[src/rtl/rx_word_loader.sv]
// rx_word_loader: parses UART load frames (CMD, N, 4*N data bytes, checksum)
// and writes little-endian 32-bit words into instruction memory.
module rx_word_loader #(
  parameter int unsigned ADDR_W      = 8,
  parameter logic [7:0]  CMD_LOAD    = 8'h4C,
  parameter int unsigned TIMEOUT_CYC = 100000
) (
  input  logic              clk,
  input  logic              rst,
  input  logic              rx_done_tick,
  input  logic [7:0]        rx_data,
  output logic              mem_we,
  output logic [ADDR_W-1:0] mem_addr,
  output logic [31:0]       mem_wdata,
  output logic              load_busy,
  output logic              load_done,
  output logic              load_err
);

  localparam int unsigned TW   = $clog2(TIMEOUT_CYC) + 1;
  localparam logic [TW-1:0] TMAX = TW'(TIMEOUT_CYC - 1);

  typedef enum logic [1:0] {IDLE, COUNT, DATA, CHECK} state_t;

  state_t            state_q, state_d;
  logic [7:0]        words_left_q, words_left_d;
  logic [ADDR_W-1:0] addr_q, addr_d;
  logic [1:0]        byte_idx_q, byte_idx_d;
  logic [7:0]        chk_q, chk_d;
  logic [23:0]       word_q, word_d;
  logic [TW-1:0]     timer_q, timer_d;
  logic              mem_we_d, load_busy_d, load_done_d, load_err_d;
  logic [ADDR_W-1:0] mem_addr_d;
  logic [31:0]       mem_wdata_d;

  // Register every piece of state; reset abandons any frame in flight.
  always_ff @(posedge clk or posedge rst) begin
    if (rst) begin
      state_q      <= IDLE;
      words_left_q <= '0;
      addr_q       <= '0;
      byte_idx_q   <= '0;
      chk_q        <= '0;
      word_q       <= '0;
      timer_q      <= '0;
      mem_we       <= 1'b0;
      mem_addr     <= '0;
      mem_wdata    <= '0;
      load_busy    <= 1'b0;
      load_done    <= 1'b0;
      load_err     <= 1'b0;
    end else begin
      state_q      <= state_d;
      words_left_q <= words_left_d;
      addr_q       <= addr_d;
      byte_idx_q   <= byte_idx_d;
      chk_q        <= chk_d;
      word_q       <= word_d;
      timer_q      <= timer_d;
      mem_we       <= mem_we_d;
      mem_addr     <= mem_addr_d;
      mem_wdata    <= mem_wdata_d;
      load_busy    <= load_busy_d;
      load_done    <= load_done_d;
      load_err     <= load_err_d;
    end
  end

  // Next-state and output decode; a byte always beats the timeout in the same cycle.
  always_comb begin
    state_d      = state_q;
    words_left_d = words_left_q;
    addr_d       = addr_q;
    byte_idx_d   = byte_idx_q;
    chk_d        = chk_q;
    word_d       = word_q;
    timer_d      = timer_q;
    mem_we_d     = 1'b0;
    mem_addr_d   = mem_addr;
    mem_wdata_d  = mem_wdata;
    load_done_d  = 1'b0;
    load_err_d   = load_err;

    if (state_q == IDLE) begin
      timer_d = '0;
      if (rx_done_tick && (rx_data == CMD_LOAD)) begin
        load_err_d = 1'b0;
        state_d    = COUNT;
      end
    end else if (rx_done_tick) begin
      timer_d = '0;
      case (state_q)
        COUNT: begin
          if (rx_data == 8'd0) begin
            load_err_d = 1'b1;
            state_d    = IDLE;
          end else begin
            words_left_d = rx_data;
            addr_d       = '0;
            byte_idx_d   = 2'd0;
            chk_d        = 8'd0;
            state_d      = DATA;
          end
        end
        DATA: begin
          chk_d      = chk_q ^ rx_data;
          byte_idx_d = byte_idx_q + 2'd1;
          case (byte_idx_q)
            2'd0: word_d[7:0]   = rx_data;
            2'd1: word_d[15:8]  = rx_data;
            2'd2: word_d[23:16] = rx_data;
            default: begin
              mem_we_d     = 1'b1;
              mem_addr_d   = addr_q;
              mem_wdata_d  = {rx_data, word_q};
              addr_d       = addr_q + ADDR_W'(1);
              words_left_d = words_left_q - 8'd1;
              if (words_left_q == 8'd1) state_d = CHECK;
            end
          endcase
        end
        CHECK: begin
          if (rx_data == chk_q) load_done_d = 1'b1;
          else                  load_err_d  = 1'b1;
          state_d = IDLE;
        end
        default: state_d = IDLE;
      endcase
    end else if (timer_q == TMAX) begin
      load_err_d = 1'b1;
      timer_d    = '0;
      state_d    = IDLE;
    end else begin
      timer_d = timer_q + TW'(1);
    end

    load_busy_d = (state_d != IDLE);
  end

endmodule

[config.mk]
export PLATFORM = sky130hd
export DESIGN_NAME = rx_word_loader
export DESIGN_NICKNAME = d
export VERILOG_FILES = /design/src/rtl/rx_word_loader.sv
export SDC_FILE = /design/constraint.sdc
export NUM_CORES = 1
export LEC_CHECK = 0
export ABC_AREA = 1
export CELL_PAD_IN_SITES_DETAIL_PLACEMENT = 1
export CELL_PAD_IN_SITES_GLOBAL_PLACEMENT = 1
export CORE_MARGIN = 2
export CORE_UTILIZATION = 43
export DETAILED_ROUTE_END_ITERATION = 7
export PLACE_DENSITY_LB_ADDON = 0.1
export SYNTH_ARGS = -nofsm -noshare
export SYNTH_HDL_FRONTEND = slang
export SYNTH_SLANG_ARGS = --single-unit
[constraint.sdc]
create_clock -name clk -period 5.64 [get_ports clk]
set_input_delay 1.692 -clock clk [delete_from_list [all_inputs] [get_ports clk]]
set_output_delay 1.692 -clock clk [all_outputs]
set_load 0.02 [all_outputs]
## After elaboration in Yosys (flattened, before gate mapping)

Cells that the tools add are included.

- Bits in writable memories: 0
- Bits in latches: 0
- Bits in read-only memories: 0
- Memories kept: 0
- Output and inout bits: 44
- Input bits: 11
- Register bits after elaboration: 114

- Div/mod/pow operators: 0
- Multipliers: 0
- Bitwise gates (word level): 3
- $lt $le $gt $ge: 0
- Reductions and logical operators: 15
- Add/subtract/negate cells: 4
- Equality and inequality tests: 15
- Mux-type cells: 35
- Shift-type cells: 0

Operators with widths:

| cell | number |
|---|---|
| $mux W18 | 3 |
| $pmux W8 S2 | 3 |
| $mux W8 | 4 |
| $reduce_and A4 Y1 | 5 |
| $add A18 B1 Y18 const B | 1 |
| $eq A18 B17 Y1 const B | 1 |
| $mux W2 | 8 |
| $mux W1 | 14 |
| $reduce_and A5 Y1 | 2 |
| $add A8 B1 Y8 const B | 1 |
| $eq A8 B1 Y1 const B | 1 |
| $eq A8 B7 Y1 const B | 1 |
| $eq A8 B8 Y1 | 1 |
| $logic_not A8 Y1 | 1 |
| $ne A4 B4 Y1 const B | 2 |
| $pmux W2 S2 | 2 |
| $sub A8 B1 Y8 const B | 1 |
| $xor A8 B8 Y8 | 1 |
| $eq A2 B2 Y1 const B | 3 |
| $eq A2 B1 Y1 const B | 2 |
| $logic_not A2 Y1 | 2 |
| $ne A2 B2 Y1 const B | 2 |
| $ne A4 B1 Y1 const B | 1 |
| $reduce_bool A2 Y1 | 2 |
| other kinds (7) | 8 |

## Longest topological paths before layout

- Depth in word-level cells: 7
- Depth in mapped cells: 12

## Least setup slack after synthesis

Ideal clock, no wire load.

- Path kind: in2reg
- From: input rx_data[1]
- To: register addr_q[6]
- Setup time: 0.116 ns
- Slack: 2.948 ns
- Required time: 5.524 ns
- Arrival: 2.575 ns
- Stages on the path: 11
- Buffers on the path: 1
- Cell sequence: inv_1 > nand2_1 > nor2_1 > nand2_1 > nand3_2 > nand2_4 > inv_4 > nor2_8 > buf_8 > nand2_1 > nand2_1

- Cells in the longest elaborated chain, start to end: 3

Ends and longest elaborated chain:

| item | RTL line | text |
|---|---|---|
| start, declared | 11 | `input logic [7:0] rx_data,` |
| $logic_not A8 Y1 | 94 | `if (rx_data == 8'd0) begin` |
| $ne A2 B2 Y1 (no source line) | -- |  |
| $reduce_and A5 Y1 (no source line) | -- |  |
| end signal, assigned | 55 | `addr_q <= addr_d;` |
| end, declared | 27 | `logic [ADDR_W-1:0] addr_q, addr_d;` |

Every way passes these cells.
A chain may end at the register's enable or synchronous reset.

## Worst setup path in the final report

- From: input rx_data[5]
- To: register addr_q[4]

The elaborated chain is that of the path after synthesis.

==> impl_summary.log <==
[metrics] RSZ-0062 raised after global routing: false
[metrics] slew at the pin closest to its max-slew limit: 0.868 ns
[metrics] clock buffers created by TritonCTS: 17
[metrics] cell type contributing the most total cell area after synthesis: dfrtp_1
[metrics] H-Tree Depth: 4
[metrics] worst-case hold path end point: timer_q[0]
[metrics] top fanout value on the critical path: 18
[metrics] Avg Inst Size Synth: ~8.5 um^2
[metrics] Initial Utilization: between 40% and 50%
[metrics] pin count of the biggest net entering global routing: 70
[metrics] Vias: approximately 4300
[metrics] count of flip-flops with a built-in enable after synthesis: 0
[metrics] final clock period utilization by the worst path: around three fifths
[metrics] DRC violation total after the first TritonRoute iteration: 236
[metrics] die area: between 0.01 and 0.015 mm^2
[metrics] type of element launching the critical path: input pin
[metrics] leakage power total: 0.00309 uW
[metrics] number of setup buffers added after CTS: 0
[metrics] final weighted congestion in routability-driven placement: 0.833
[metrics] Top-Level Pins: 55
[metrics] Final Max Slew Viols: 0
[metrics] final setup vio count: 0
[metrics] Setup WS post-layout: 2.35 ns
[metrics] kind of end point of the critical path: flip-flop
[metrics] clock tree buffer depth: 2
[metrics] worst-skew pair later-pin latency: 0.41 ns
[metrics] Floorplan Core Area: 0.0120 mm^2
[metrics] wire length of the first global-routing pass: 22.6 mm
[metrics] share of async-settable or async-resettable flops after synthesis: 100%
[metrics] Mapped Nets: 640
[metrics] number of resized instances in the post-cts repair step: 0
[metrics] fraction of final layout cells with drive strength greater than 1: 8.44%
[metrics] number of synthesized register bits: 114
[metrics] Final TNS setup: 0 ns
[metrics] total of hold buffers inserted after clock tree synthesis: 0
[metrics] post-layout minimum cycle time: 3.29 ns
[metrics] final number of hold-violating endpoints: 0
[metrics] status: complete, no violations
[metrics] top cells by area, synth: dfrtp_1, nand2_1, o21ai_0
[metrics] number of port buffers: 54
[metrics] crit path DAT: 3.63 ns
[metrics] number of cell instances on the worst register-to-register path: 9
[metrics] height of the die: 114 um
[metrics] count of maximum capacitance violations: 0
[metrics] worst slew slack as a fraction of its limit: 42.2%
[metrics] gate count after technology mapping: 617
[metrics] r2r endpoint: mem_wdata[25]
[metrics] post-synthesis cell area: 0.00524 mm^2
[metrics] first-pass detailed-route iteration total: 5
[metrics] final layout net count: approximately 700
[metrics] Layout Area Growth over Synthesis: 23.1%
[metrics] final global-route overflow total: 0
[metrics] flip-flop cell with the highest count after synthesis: dfrtp_1
[metrics] number of global-route vias before repair: 4523
[metrics] worst setup path class: in -> reg
[metrics] horizontal die dimension: 114 um
[metrics] number of antenna violations at the first check in global routing: 0
[metrics] clock tree sinks: approximately 110
[metrics] yosys synthesis warning count: 0
[metrics] CTS root buffer: clkbuf_16
[metrics] Remaining DRCs: 0
[metrics] Worst R2R Setup Slack: 3.19 ns
[metrics] Detail Route Antenna Nets: 0
[metrics] sequential element share of the synthesized area: 54.4%
[metrics] Post-Place Worst Slack: 1.90 ns
[metrics] post-CTS clock slew at the launch and capture registers of the worst setup and hold paths: ~0.050 ns
[metrics] total power density per cell area: approximately 400 mW/mm^2
[metrics] highest clock rate: 0.304 GHz
[metrics] launching point of the worst reg2reg path: state_q[0]
[metrics] required time of the worst setup path: 5.98 ns
[metrics] wire length per cell: 15.9 um
[metrics] maximum clock skew at final layout: 0.00735 ns
[metrics] portion of synthesized cell area occupied by the leading cell type: 54.4%
[metrics] Post-Route Hold Slack: roughly 0.46 ns
[metrics] post-synth cell types: 34
[metrics] GRT Total Usage: about 23%
[metrics] Worst IR Drop VDD: 0.000196 V
[metrics] start point of the worst min-delay path: timer_q[0]
[metrics] via count normalized by instance count: ~5.1
[metrics] Total Routed Length: 13.3 mm
[metrics] antenna cells: 0
[metrics] cell count of the worst hold path: 1
[metrics] worst hold path type: reg -> reg
[metrics] half-perimeter wire length after detailed placement: just over 9 mm
[metrics] TritonCTS clock tree: built
[metrics] number of placement rows: 40
[metrics] core utilization of the finished layout: between 50% and 60%
how the worst max path moves through the flow:
stage / startpoint / to / slack (ns)
floorplan: rst / addr_q[0] / 0.93
global placement: rx_done_tick / mem_addr[7] / 1.95
detailed placement: rx_done_tick / mem_wdata[30] / 1.90
CTS: rx_done_tick / mem_wdata[30] / 2.34
global route: rx_done_tick / mem_wdata[24] / 2.13
finish: rx_data[5] / addr_q[4] / 2.35
cell type report:
type	instances	area, um^2
flip-flops and latches	114	2850
repair buffers	58	571
fillers	1392	5510
well taps	147	184
clock buffers	25	495
inverters	56	215
clock inverters	5	52.6
multi-input cells	429	2080
layout by cell type (no fill, tap or decap), drive strengths merged:
master           n
and3             1
ha              12
o21ai           76
nand3           39
inv             55
xnor2            3
a31oi            3
nand4            3
clkinvlp         1
buf              4
nor3b            1
nor3             7
a211oi           1
xor2            10
clkinv           4
clkbuf          25
clkdlybuf4s50   54
nor2            45
or2              2
a21oi           10
nand2          216
bufinv           1
dfrtp          114
registers in the layout (all words and copies together) (netlist names):
signal	flops
byte_idx_q	2
mem_wdata	32
words_left_q	8
word_q	24
mem_addr	8
addr_q	8
load_done	1
load_busy	1
chk_q	8
load_err	1
mem_we	1
state_q	2
timer_q	18
synthesized netlist by cell type, types with 3 or more instances:
master	number
nand2_1	213
dfrtp_1	114
o21ai_0	55
inv_1	49
nor2_1	41
nand3_1	37
o21ai_1	13
ha_1	12
buf_2	11
a21oi_1	10
xor2_1	10
o21ai_2	8
inv_2	5
nor3_1	5
clkbuf_1	4
a31oi_1	3
nand4_1	3
xnor2_1	3
power breakdown:
part	switching, uW	total (uW)	internal [uW]	leakage, uW
combinational	319	510	190	0.00128
clock	345	988	643	0.000269
sequential	97.6	1050	955	0.00154
worst max-delay path, cell delays in order:
cell and delay [ns]:
clkdlybuf4s50_1 0.52, inv_1 0.19, nand2_1 0.15, nor2_1 0.06, nand2_1 0.11, nand3_2 0.12, nand2_4 0.19, inv_4 0.09
nor2_8 0.28, nand2_1 0.12, o21ai_2 0.07
routing by layer:
layer / global-route usage, % / vias up / share of wire (%)
met4: 9.43 / 0 / 1.5
met3: 4.55 / 18 / 3.1
met2: 36.9 / 75 / 49
met1: 29.4 / 2093 / 47
met5: 0 / - / 0
li1: - / 2083 / -
logic make-up after synthesis:
family	count (synthesis)	share of synthesized area (%)
buf+inv	74	5.90
xor+xnor	13	2.17
fa+ha+maj	12	2.86
flops	114	54.4
compound gates	90	9.29
simple gates	314	25.4
through the flow:
stage | area [um^2] | std cells | total power [uW]
floorplan | 5240 | 617 | 1400
global placement | 5900 | 804 | 1540
CTS | 6450 | 834 | 2580
global route | 6450 | 834 | 2710
detailed placement | 5900 | 804 | 1580
finish | 6450 | 834 | 2550
(Power assumes the default switching activity.)
